### src/rtl/uart_tx_frame_ctrl.sv
// UART transmit frame controller: serialises a handshaked parallel word as
// start, LSB-first data, optional parity and 1/2 stop bits, OVERSAMPLE ticks per bit.
`timescale 1ns / 1ps

module uart_tx_frame_ctrl #(
  parameter int unsigned DATA_BITS   = 8,
  parameter int unsigned OVERSAMPLE  = 16,
  parameter int unsigned PARITY_MODE = 0,
  parameter int unsigned STOP_BITS   = 1
) (
  input  logic                 clk,
  input  logic                 areset_n,
  input  logic                 counter_tick,
  input  logic [DATA_BITS-1:0] tx_data,
  input  logic                 tx_valid,
  output logic                 tx_ready,
  output logic                 tx,
  output logic                 busy,
  output logic                 done
);

  localparam int unsigned SW = (OVERSAMPLE > 1) ? $clog2(OVERSAMPLE) : 1;
  localparam logic [SW-1:0] SLast = SW'(OVERSAMPLE - 1);
  localparam logic [3:0] NDataLast = 4'(DATA_BITS - 1);
  localparam logic [3:0] NStopLast = 4'(STOP_BITS - 1);
  localparam bit HasParity = (PARITY_MODE != 0);

  if (DATA_BITS < 5 || DATA_BITS > 9 || OVERSAMPLE < 2 || PARITY_MODE > 2 ||
      STOP_BITS < 1 || STOP_BITS > 2) begin : g_bad_param
    $error("uart_tx_frame_ctrl: illegal parameter value");
  end

  typedef enum logic [2:0] {
    StIdle,
    StStart,
    StData,
    StParity,
    StStop
  } state_e;

  state_e               state_q;
  logic [SW-1:0]        s_q;
  logic [3:0]           n_q;
  logic [DATA_BITS-1:0] shreg_q;
  logic                 par_q;
  logic                 tx_q;

  logic bit_end;
  logic last_stop;
  logic accept;
  logic parity_new;

  assign bit_end    = counter_tick && (s_q == SLast);
  assign last_stop  = (state_q == StStop) && bit_end && (n_q == NStopLast);
  // Ready is offered on the last stop tick too, so a waiting word chains with no idle gap.
  assign tx_ready   = areset_n && ((state_q == StIdle) || last_stop);
  assign done       = areset_n && last_stop;
  assign accept     = tx_valid && tx_ready;
  assign busy       = (state_q != StIdle);
  assign tx         = tx_q;
  assign parity_new = (PARITY_MODE == 2) ? ~^tx_data : ^tx_data;

  // tx_q is loaded with the line value of the state being entered.
  always_ff @(posedge clk) begin
    if (!areset_n) begin
      state_q <= StIdle;
      s_q     <= '0;
      n_q     <= '0;
      shreg_q <= '0;
      par_q   <= 1'b0;
      tx_q    <= 1'b1;
    end else if (accept) begin
      state_q <= StStart;
      s_q     <= '0;
      n_q     <= '0;
      shreg_q <= tx_data;
      par_q   <= parity_new;
      tx_q    <= 1'b0;
    end else if (counter_tick && (state_q != StIdle)) begin
      if (!bit_end) begin
        s_q <= s_q + SW'(1);
      end else begin
        s_q <= '0;
        unique case (state_q)
          StStart: begin
            state_q <= StData;
            tx_q    <= shreg_q[0];
          end
          StData: begin
            shreg_q <= shreg_q >> 1;
            if (n_q == NDataLast) begin
              n_q <= '0;
              if (HasParity) begin
                state_q <= StParity;
                tx_q    <= par_q;
              end else begin
                state_q <= StStop;
                tx_q    <= 1'b1;
              end
            end else begin
              n_q  <= n_q + 4'd1;
              tx_q <= shreg_q[1];
            end
          end
          StParity: begin
            state_q <= StStop;
            tx_q    <= 1'b1;
          end
          StStop: begin
            tx_q <= 1'b1;
            if (n_q == NStopLast) begin
              state_q <= StIdle;
              n_q     <= '0;
            end else begin
              n_q <= n_q + 4'd1;
            end
          end
          default: begin
            state_q <= StIdle;
            tx_q    <= 1'b1;
          end
        endcase
      end
    end
  end

endmodule
### config.mk
export PLATFORM = sky130hd
export DESIGN_NAME = uart_tx_frame_ctrl
export DESIGN_NICKNAME = d
export VERILOG_FILES = /design/src/rtl/uart_tx_frame_ctrl.sv
export SDC_FILE = /design/constraint.sdc
export NUM_CORES = 1
export LEC_CHECK = 0
export BUFFER_PORTS_ARGS = -buffer_cell sky130_fd_sc_hd__buf_2
export CORE_MARGIN = 2
export CORE_UTILIZATION = 59
export DETAILED_ROUTE_END_ITERATION = 10
export PLACE_DENSITY = 0.82
export SLEW_MARGIN = 20
export SYNTH_ARGS = -nofsm -noshare
export SYNTH_HDL_FRONTEND = slang
export SYNTH_SLANG_ARGS = --single-unit
### constraint.sdc
create_clock -name clk -period 4.5 [get_ports clk]
set_input_delay 0.225 -clock clk [delete_from_list [all_inputs] [get_ports clk]]
set_output_delay 0.225 -clock clk [all_outputs]
set_load 0.01 [all_outputs]
Word-level counts from Yosys, hierarchy flattened
Index checks and enable logic that the tools add are counted.
{"block": "word_totals", "reg_bits": 20, "inputBits": 12, "out_inout_bits": 4, "elab_cells": 59}
{"block": "op_classes", "add_sub_neg": 2, "eq_ne": 10, "n_mux": 19, "bitwise_logic": 1, "reduce_logical": 21}
{"operator": "two-way mux 8 bit", "count": 4}
{"operator": "two-way mux 4 bit", "count": 3}
{"operator": "one-hot mux 3 bit (4 select lines)", "count": 1}
{"operator": "adder 4 x 1 -> 4 bit (second input constant)", "count": 2}
{"operator": "one-hot mux 4 bit (2 select lines)", "count": 1}
{"operator": "AND reduction 4 bit", "count": 2}
{"operator": "nonzero test 2 bit", "count": 4}
{"operator": "logical AND 1 bit", "count": 7}
{"operator": "two-way mux 1 bit", "count": 7}
{"operator": "equality test 3 x 2 -> 1 bit (second input constant)", "count": 2}
{"operator": "two-way mux 3 bit", "count": 2}
{"operator": "AND reduction 3 bit", "count": 2}
{"operator": "equality test 4 x 3 -> 1 bit (second input constant)", "count": 1}
{"operator": "equality test 4 bit (second input constant)", "count": 1}
{"operator": "zero test 4 bit", "count": 1}
{"operator": "equality test 3 x 1 -> 1 bit (second input constant)", "count": 1}
{"operator": "equality test 3 bit (second input constant)", "count": 1}
{"operator": "zero test 3 bit", "count": 1}
{"operator": "!= test 3 x 2 -> 1 bit (second input constant)", "count": 1}
{"operator": "!= test 3 bit (second input constant)", "count": 1}
{"operator": "nonzero test 3 bit", "count": 1}
{"operator": "!= test 2 x 1 -> 1 bit (second input constant)", "count": 1}
{"operator": "!= test 2 bit (second input constant)", "count": 1}
{"operator": "one-hot mux 1 bit (2 select lines)", "count": 1}
{"operator": "4 further kinds", "count": 4}

Logic depth before layout (Yosys ltp)
Gate-level depths: netlist of the first run.
{"block": "depth", "word_depth": 9, "mapped_depth": 7}

Least setup slack after synthesis of the first run
No wires, ideal clock.
{"block": "synth_timing", "path_kind": "reg2out", "from": "register n_q[0]", "to": "output tx_ready", "arrival_ns": 1.373, "path_slack_ns": 2.902, "stages_incl_launch_ff": 7, "n_path_buf": 0, "cell_sequence": "dfxtp_1 > inv_1 > ha_1 > nor3b_2 > and3_1 > nand2_1 > a21boi_0"}
{"block": "synth_between", "elab_chain_cells": 4}
{"element": "start, declared", "line_no": "43", "source": "logic [3:0] n_q;"}
{"element": "start signal, assigned", "line_no": "101", "source": "n_q <= n_q + 4'd1;"}
{"element": "start signal, assigned", "line_no": "115", "source": "n_q <= n_q + 4'd1;"}
{"element": "zero test 4 bit", "line_no": "54", "source": "assign last_stop = (state_q == StStop) && bit_end && (n_q == NStopLast);"}
{"element": "logical AND 1 bit", "line_no": "54"}
{"element": "logical OR 1 bit", "line_no": "56", "source": "assign tx_ready = areset_n && ((state_q == StIdle) || last_stop);"}
{"element": "logical AND 1 bit", "line_no": "56"}
{"element": "end, declared", "line_no": "16", "source": "output logic tx_ready,"}
Every way passes these cells.

Worst setup path after layout of the first run
Ends and elaborated chain as after synthesis.

==> metrics.md, run 1 <==
| Metric | Value |
|---|---|
| First-pass GRT wire length | 3650 um |
| Min-delay src | tx_data[7] |
| CTS buffer count | 3 |
| CP max-delay cell | nor3b_2 |
| DIE WIDTH | 47.1 um |
| Via-per-instance ratio | 5.80 |
| Largest family of logic cells by synthesized area | simple AND/OR/NAND/NOR gates |
| Top post-synthesis cells by area | dfxtp_1, nand2_1, o31ai_1 |
| IO Port Bufs | 15 |
| Crit path time final | 2.07 ns |
| Ys flop type | dfxtp_1 |
| Pre-CTS WS | 2.74 ns |
| Nets | 161 |
| Slew Limit Fails | 0 |
| FF+latch area | 400 sq um |
| Full die area | 2220 sq um |
| Wirelength per Cell | 13.0 um |
| Max frequency | 0.484 GHz |
| WP data required | 4.28 ns |
| Switch share | 25.0% |
| WP depth | 7 |
| Core area | 1730 sq um |
| Slowest cell delay on critical path | 0.38 ns |
| Post-Route WL | 2200 um |
| Comb pwr share | 11.4% |
| Synth Area in Compound Gates | 23.5% |
| RSZ-0062 raised after global routing | no |
| Initial Utilization | 63.4% |
| Area of the multi-input gates | 644 sq um |
| CTS tree | built |
| R2R cell count | 5 |
| Max-cap violations | 0 |
| Final ANT Viol Nets | 0 |
| LEAKAGE | 0.446 nW |
| VDD IR-drop max | 0.156 mV |
| Hold Slack | 0.179 ns |
| Syn avg cell area | 8.29 sq um |
| Period utilization | 45.9% |
| Max H-tree Level | 1 |
| Area Growth Syn to Fin | 8.57% |
| Clk Latency, worst-skew pair | 0.29 ns |
| #FFs+latches synth | 20 |
| GRT overflow | 0 |
| Worst relative slew slack | 67.5% |
| Clock skew | 0.00524 ns |
| Filler instances | 164 |
| FP Rows | 15 |
| Commonest non-fill, non-tap cell in the layout | nand2_1 |
| Fin. Hold Viols | 0 |
| Share of cells above drive strength 1 | 18.1% |
| Adder-Cell Fraction of Synth Area | 3.43% |
| CP delay by family, top | simple AND/OR/NAND/NOR gates |
| Detailed router's first-iteration violation count | 19 |
| CP bufs+invs | 2 |
| Area leader, netlist | dfxtp_1 |
| Clock power frac | 26.4% |
| Vias in the first global route | 852 |
| Final worst slack | 2.43 ns |
| Largest net degree at the start of global routing | 16 |
| Seq/Total Area, Yosys | 36.6% |
| Hold Crit Class | input port to flop |
| Synth cell types | 44 |
| TritonRoute pass-1 iters | 4 |
| Clock Pin Slew Worst Setup and Hold Paths | 0.10 ns |
| # IOs | 16 |
| Post-synthesis net count | 147 |
| Most frequent cells in the layout | nand2_1, dfxtp_1, buf_2 |
| TNS Setup | 0 ns |
| Int Power | 0.231 mW |
| XOR/XNOR share of the synthesized area | 3.20% |
| Cts hold-fix bufs | 0 |
| GRT Total Usage | 23.1% |
| NetSw | 0.0769 mW |
| WHS Path Cells | 3 |
| Worst setup startpoint | n_q[0] |
| Hpwl dp | 1640 um |
| Status | finished clean |
| Initial antenna violation count | 0 |
| Die span in y | 47.1 um |
| DRC violations left | 0 |
| Root Driver | clkbuf_4 |
| Yosys top cell area share | 36.6% |
| Crit path kind | flop to primary output |
| Tightest Pin Transition | 0.485 ns |
| Routability cong. | 0.743 |
| CP cell instances | inv_1 -> ha_1 -> nor3b_2 -> and3_1 -> nand2_1 -> a21boi_0 -> buf_2 |
| Startpoint Class | flop |
| Maximum fanout along the worst path | 5 |
| Final setup viols | 0 |
| Post-synthesis simple-gate area fraction | 26.9% |
| Clock Tree Buf Depth | 2 |
| Clock sinks | 20 |
| Cts repair resizes | 0 |
| Number of warnings issued by yosys | 0 |
| Synth Instances | 132 |
| RR Startpoint | s_q[0] |
| Pwr per Cell Area | 259 nW/um^2 |
| Via count | 981 |
| Antenna Cells | 0 |
| Async SR Flop Fraction | 0% |
| Critical Path AT | 1.84 ns |
| Sequential share of power | 62.2% |
| Syn Std Cell Area | 1090 sq um |
| Critical path endpoint category | primary output |
| EDFF count, synth | 0 |
| Mux cell area share after synthesis | 1.83% |
| Setup Fix Bufs, Post-CTS | 0 |
==> power groups by stage <==
stage | Sequential [mW] | Combinational, mW | Clock [mW]
6_report | 0.191 | 0.0350 | 0.0813
4_1_cts | 0.191 | 0.0352 | 0.0850
5_1_grt | 0.193 | 0.0396 | 0.0921
3_5_place_dp | 0.195 | 0.0351 | 0
2_1_floorplan | 0.193 | 0.0258 | 0
3_3_place_gp | 0.195 | 0.0341 | 0
==> path summary, 6_finish.rpt <==
check	end	slack [ns]
worst max-delay path	tx_ready	2.43
worst min-delay path	shreg_q[7]	0.18
worst max register to register	shreg_q[7]	2.72
worst min register to register	shreg_q[6]	0.48
==> kinds of logic (layout without fill, tap and decap cells) <==
kind of cell | count (synthesis) | after routing
adders and majority gates | 3 | 3
buffers and inverters | 10 | 22
xor gates and xnor gates | 4 | 4
and+or+nand+nor | 57 | 57
DFF | 20 | 20
muxes | 2 | 2
AOI/OAI and AO/OA | 36 | 36
==> Yosys cell counts (2+ instances only) <==
library cell,instances
a21oi_1,6
dfxtp_1,20
nor3_2,2
nand2b_1,2
a31oi_1,8
inv_1,4
mux2i_1,2
o31ai_1,8
buf_1,2
nor2_1,10
nand2_1,23
ha_1,3
nor3_1,3
o21ai_0,2
and3_1,2
xnor2_1,3
nand3_1,5
==> stage by stage <==
step                power [mW]  cell area (sq um)  util, %  std cells
floorplan                0.218               1090        -        132
global placement         0.229               1170     67.5        166
detailed placement       0.230               1170     67.5        166
CTS                      0.311               1190     68.8        169
global route             0.325               1190     68.8        169
finish                   0.308               1190     68.8        169
==> flip-flops by register name, summed over array words and instances (netlist names) <==
name	count
s_q	4
n_q	4
shreg_q	8
tx	1
state_q	3
==> worst reg2reg max path, stage by stage (launching register included) <==
cell and delay (ns):
dfxtp_1 0.35, ha_1 0.24, and4_1 0.29, a21oi_4 0.29, or2_1 0.33, mux2i_1 0.22
==> layer usage <==
layer  GRT usage [%]  wire length, um  vias up
li1                -                -      508
met1            28.0              971      448
met2            42.2             1140       21
met3            3.46               59        4
met4            6.67               25        0
met5               0                0        -
==> cell type report <==
| cell class | instances | share of cell area (%) |
|---|---|---|
| multi-input combinational | 102 | 54.2 |
| sequential | 20 | 33.7 |
| timing repair buffer | 15 | 6.32 |
| tap | 25 | 2.63 |
| clock buffer | 3 | 1.89 |
| inverter | 4 | 1.26 |
Power figures use the tool's default switching activity.
==> run 2, diff against run 1 <==
- CORE_UTILIZATION: 59 -> 49
- PLACE_DENSITY: 0.82 -> 0.73
- clock period: 4.5 -> 1.8 ns (I/O delays scaled with it)
==> metrics.md, run 2 (synthesis gave the netlist of run 1 again) <==
| Metric | Value |
|---|---|
| Crit path time final | 1.72 ns |
| Fin. Hold Viols | 0 (unchanged) |
| Crit path kind | flop to primary output (unchanged) |
| GRT overflow | 0 (unchanged) |
| Maximum fanout along the worst path | 4 (was 5) |
| Die span in y | 51.3 um (was 47.1 um) |
| Via count | 1047 (was 981) |
| VDD IR-drop max | 0.598 mV (was 0.156 mV) |
| GRT met1 Usage | 25.8% (was 28.0%) |
| Antenna Cells | 0 (unchanged) |
| Max frequency | 0.581 GHz |
| TritonRoute pass-1 iters | 4 (unchanged) |
| Clk Latency, worst-skew pair | 0.31 ns (was 0.29 ns) |
| Wirelength per Cell | 13.5 um (was 13.0 um) |
| Post-Route WL | 2490 um (was 2200 um) |
| Share of cells above drive strength 1 | 30.6% (was 18.1%) |
| Top flop regs | shreg_q (8), n_q (4), s_q (4) (unchanged) |
| Initial antenna violation count | 0 (unchanged) |
| Full die area | 2630 sq um (was 2220 sq um) |
| LEAKAGE | 0.535 nW (was 0.446 nW) |
| Design Power | 0.949 mW (was 0.308 mW) |
| Finished Cell Area | 1360 sq um (was 1190 sq um) |
| Status | finished clean (unchanged) |
| CTS buffer count | 3 (unchanged) |
| Placed inst area | 1240 sq um (was 1170 sq um) |
| IO Port Bufs | 15 (unchanged) |
| Core area | 2170 sq um (was 1730 sq um) |
| Detailed router's first-iteration violation count | 24 (was 19) |
| Hpwl dp | 1750 um (was 1640 um) |
| Cts hold-fix bufs | 0 (unchanged) |
| Slew Limit Fails | 0 (unchanged) |
| Post-route insts no fill | 185 (was 169) |
| Initial Utilization | 50.5% (was 63.4%) |
| First-pass GRT wire length | 4340 um (was 3650 um) |
| DRC violations left | 0 (unchanged) |
| Clock skew | 0.0123 ns (was 0.00524 ns) |
| Met2 Usage GRT | 38.1% (was 42.2%) |
| # IOs | 16 (unchanged) |
| Met3 Use GR | 2.92% (was 3.46%) |
| RSZ-0062 raised after global routing | yes (was no) |
| DIE WIDTH | 51.3 um (was 47.1 um) |
| Vias in the first global route | 1027 (was 852) |
| Max H-tree Level | 1 (unchanged) |
| Largest net degree at the start of global routing | 16 (unchanged) |
| CTS tree | built (unchanged) |
| Inst Count DP | 178 (was 166) |
| Commonest non-fill, non-tap cell in the layout | nand2_1 (unchanged) |
| FP Rows | 17 (was 15) |
| Critical path endpoint category | primary output (unchanged) |
| Final ANT Viol Nets | 0 (unchanged) |
| Pwr per Cell Area | 700 nW/um^2 (was 259 nW/um^2) |
| Max-cap violations | 0 (unchanged) |
| Clock sinks | 20 (unchanged) |
| Hold Crit Class | input port to flop (unchanged) |
| Register-to-register setup slack | 0.15 ns (was 2.72 ns) |
| Tightest Pin Transition | 0.415 ns (was 0.485 ns) |
| Final setup viols | 0 (unchanged) |
| Max FFs per register | 8 (unchanged) |
| Gr busiest metal | met2 (unchanged) |
| Nets | 173 (was 161) |
| Top reg by flops | shreg_q (unchanged) |
| Worst relative slew slack | 72.1% (was 67.5%) |
| Via-per-instance ratio | 5.66 (was 5.80) |
| Startpoint Class | flop (unchanged) |
| Routability cong. | 0.792 (was 0.743) |
| TNS Setup | 0 ns (unchanged) |
| WP data required | 1.71 ns (was 4.28 ns) |
| Root Driver | clkbuf_4 (unchanged) |
| Critical Path AT | 1.63 ns (was 1.84 ns) |
| Period utilization | 95.6% |
| Most frequent cells in the layout | nand2_1, dfxtp_1, buf_2 (unchanged) |
| GRT Total Usage | 21.5% (was 23.1%) |
| Clock Pin Slew Worst Setup and Hold Paths | 0.12 ns (was 0.10 ns) |
| Clock Tree Buf Depth | 2 (unchanged) |
| Area Growth Syn to Fin | 23.9% (was 8.57%) |
## run 2: cell count changes in the layout (fill, tap and decap cells not counted), sizes merged
cell / before / now
bufinv: 0 / 1
buf: 15 / 27
## run 2: worst paths after layout
| path | from | to | depth (start not counted) |
|---|---|---|---|
| setup / recovery | n_q[1] | tx_ready | 7 |
| hold / removal | tx_data[7] | shreg_q[7] | 3 |
| setup reg to reg | s_q[0] | s_q[3] | 5 |
| hold reg to reg | shreg_q[3] | shreg_q[3] | 2 |
## run 2: timing repair
action / 4_1_cts / 5_1_grt
resized for setup: 5 / 7
setup buffers: 3 / 0
hold endpoints to repair: 0 / 0
setup endpoints to repair: 2 / 11
pin swaps: 1 / 3
## run 2: cell type report
cell class,count,area [sq um]
clock buffer,3,22.5
tap,28,35.0
clock inverter,1,30.0
inverter,4,15.0
sequential,20,404
fill,210,813
multi-input combinational,102,672
timing repair buffer,27,178
## run 2: routing by layer
metal	vias up	routed length, um
met2	18	1210
met1	492	1170
met4	0	42
li1	533	-
met3	4	67
met5	-	0
## run 2: stage by stage
step	util [%]	hold WS [ns]	setup WS, ns
2_1_floorplan	-	0.238	0.215
3_3_place_gp	57.0	0.356	0.113
3_5_place_dp	57.0	0.365	0.0373
4_1_cts	61.7	0.0277	0.0108
5_1_grt	62.5	0.0179	-0.0289
6_report	62.5	0.0284	0.0791
## run 2: where the power goes
group	switching, mW	internal, mW	total [mW]
sequential	0.0132	0.462	0.475
combinational	0.0593	0.0473	0.107
clock	0.142	0.225	0.367
total	0.215	0.735	0.949
## run 2: critical path: stages (launching register included)
cell and delay, ns:
dfxtp_2 0.34, inv_2 0.06, ha_4 0.12, nor3b_4 0.28, and3_4 0.24, nand2_1 0.05, a21boi_1 0.11, buf_2 0.14
==> run 3, diff against run 2 <==
==> constraint.sdc (replaced) <==
create_clock -name clk -period 1.8 [get_ports clk]
set_input_delay 0.09 -clock clk [delete_from_list [all_inputs] [get_ports clk]]
set_output_delay 0.09 -clock clk [all_outputs]
set_load 0.05 [all_outputs]
==> metrics.md, run 3 (synthesis gave the netlist of run 1 again) <==
| Metric | Value |
|---|---|
| Hold Slack | 0.0417 ns (was 0.0284 ns) |
| CP cell instances | inv_1 -> ha_1 -> nor3b_2 -> buf_4 -> and3_4 -> nand2_2 -> a21boi_2 -> buf_6 (was inv_2 -> ha_4 -> nor3b_4 -> and3_4 -> nand2_1 -> a21boi_1 -> buf_2) |
| Max frequency | 0.568 GHz (was 0.581 GHz) |
| Share of cells above drive strength 1 | 31.0% (was 30.6%) |
| Hold Crit Class | input port to flop (unchanged) |
| Comb pwr share | 13.9% (was 11.2%) |
| Area Growth Syn to Fin | 20.7% (was 23.9%) |
| Final setup viols | 0 (unchanged) |
| Routed wl met2 | 1230 um (was 1210 um) |
| Die span in y | 51.3 um (unchanged) |
| Max FFs per register | 8 (unchanged) |
| # IOs | 16 (unchanged) |
| Most frequent cells in the layout | nand2_1, dfxtp_1, buf_2 (unchanged) |
| Clock Tree Buf Depth | 2 (unchanged) |
| WL met1 | 1150 um (was 1170 um) |
| DIE WIDTH | 51.3 um (unchanged) |
| CTS buffer count | 3 (unchanged) |
| Design Power | 0.866 mW (was 0.949 mW) |
| Clock sinks | 20 (unchanged) |
| Clock Pin Slew Worst Setup and Hold Paths | 0.12 ns (about the same) |
| Uppermost layer routed | met4 (unchanged) |
| Crit path time final | 1.76 ns (was 1.72 ns) |
| Routability cong. | 0.811 (was 0.792) |
| Critical Path AT | 1.67 ns (was 1.63 ns) |
| Switch share | 27.0% (was 22.6%) |
| Full die area | 2630 sq um (unchanged) |
| Filler instances | 211 (was 210) |
| Wirelength per Cell | 13.8 um (was 13.5 um) |
| LEAKAGE | 0.508 nW (was 0.535 nW) |
| Initial antenna violation count | 0 (unchanged) |
| Worst relative slew slack | 71.1% (was 72.1%) |
| RSZ-0062 raised after global routing | yes (unchanged) |
| Tightest Pin Transition | 0.429 ns (was 0.415 ns) |
| Clk Latency, worst-skew pair | 0.31 ns (about the same) |
| Nets | 171 (was 173) |
| Detailed router's first-iteration violation count | 36 (was 24) |
| Hpwl dp | 1790 um (was 1750 um) |
| DRC violations left | 0 (unchanged) |
| Via count | 1074 (was 1047) |
| Area of the multi-input gates | 668 sq um (was 672 sq um) |
| IO Port Bufs | 15 (unchanged) |
| Fin. Hold Viols | 0 (unchanged) |
| First-pass GRT wire length | 4370 um (was 4340 um) |
| Via-per-instance ratio | 5.87 (was 5.66) |
| Post-Route WL | 2530 um (was 2490 um) |
| Largest net degree at the start of global routing | 16 (unchanged) |
| Top reg by flops | shreg_q (unchanged) |
| VDD IR-drop max | 0.357 mV (was 0.598 mV) |
| Cts hold-fix bufs | 0 (unchanged) |
| Clock skew | 0.0105 ns (was 0.0123 ns) |
| Pre-CTS WS | -0.0113 ns (was 0.0373 ns) |
| Final ANT Viol Nets | 0 (unchanged) |
| CP max-delay cell | dfxtp_2 (unchanged) |
| WP data required | 1.71 ns (about the same) |
| Post-route insts no fill | 183 (was 185) |
| Initial Utilization | 50.5% (unchanged) |
| Int Power | 0.632 mW (was 0.735 mW) |
| Slew Limit Fails | 0 (unchanged) |
| Critical path endpoint category | primary output (unchanged) |
| GRT overflow | 0 (unchanged) |
| GRT Total Usage | 21.9% (was 21.5%) |
| Met3 wire length | 108 um (was 67 um) |
| Crit path kind | flop to primary output (unchanged) |
| Vias in the first global route | 1042 (was 1027) |
| Startpoint Class | flop (unchanged) |
| Max-cap violations | 0 (unchanged) |
| Commonest non-fill, non-tap cell in the layout | nand2_1 (unchanged) |
| Slowest cell delay on critical path | 0.34 ns (about the same) |
| TritonRoute pass-1 iters | 4 (unchanged) |
| Finished Cell Area | 1320 sq um (was 1360 sq um) |
| Period utilization | 97.7% (was 95.6%) |
| Top flop regs | shreg_q (8), n_q (4), s_q (4) (unchanged) |
| Final worst slack | 0.0407 ns (was 0.0791 ns) |
| Maximum fanout along the worst path | 5 (was 4) |
| Sequential share of power | 55.1% (was 50.1%) |
| Status | finished clean (unchanged) |
| Pwr per Cell Area | 656 nW/um^2 (was 700 nW/um^2) |
| FP Rows | 17 (unchanged) |
| Clock power frac | 31.0% (was 38.7%) |
| Antenna Cells | 0 (unchanged) |
| Placed inst area | 1250 sq um (was 1240 sq um) |
| Inst Count DP | 179 (was 178) |
| NetSw | 0.234 mW (was 0.215 mW) |
| Root Driver | clkbuf_4 (unchanged) |
| CTS tree | built (unchanged) |
| Core area | 2170 sq um (unchanged) |
| Max H-tree Level | 1 (unchanged) |
| FF+latch area | 404 sq um (unchanged) |
-- run 3: final timing paths --
kind              start         end  slack (ns)  cells after the start
min reg2reg  shreg_q[5]  shreg_q[5]        0.48                      2
min          tx_data[7]  shreg_q[7]        0.04                      3
max              n_q[1]    tx_ready        0.04                      8
max reg2reg      n_q[0]  shreg_q[7]        0.11                      7
-- run 3: routing by layer --
| metal | up-vias | track usage [%] |
|---|---|---|
| met5 | - | 0 |
| met4 | 0 | 6.58 |
| met3 | 5 | 3.51 |
| met2 | 34 | 37.0 |
| met1 | 506 | 28.7 |
| li1 | 529 | - |
-- run 3: worst max-delay path, delay by kind of cell, from the launching register on --
family	cells	cell delay (ns)
simple gates	3	0.39
fa+ha+maj	1	0.12
buf+inv	3	0.39
compound gates	1	0.12
flops	1	0.34
-- run 3: final cells by class --
type | count | area share (%)
multi-input combinational | 102 | 50.6
sequential | 20 | 30.6
timing repair buffer | 25 | 12.3
clock buffer | 4 | 2.75
tap | 28 | 2.65
inverter | 4 | 1.14
-- run 3: metrics by stage --
step / utilization [%] / setup TNS (ns)
final: 60.9 / 0
after detailed placement: 57.6 / -0.0113
after global routing: 60.9 / -0.0520
after global placement: 57.6 / 0
after CTS: 60.2 / 0
after floorplan: - / 0
-- run 3: timing repair --
action | CTS | global route
setup endpoints to repair | 3 | 4
pin swaps | 0 | 2
gates resized for setup | 8 | 6
buffers inserted | 0 | 0
cloned | 0 | 0
-- run 3: power by group through the flow --
stage                     sequential [mW]  clock, mW  combinational, mW
after global placement              0.486          0              0.112
final                               0.477      0.268              0.121
after floorplan                     0.487          0             0.0769
after CTS                           0.476      0.273              0.119
after global routing                0.480      0.294              0.133
after detailed placement            0.486          0              0.115
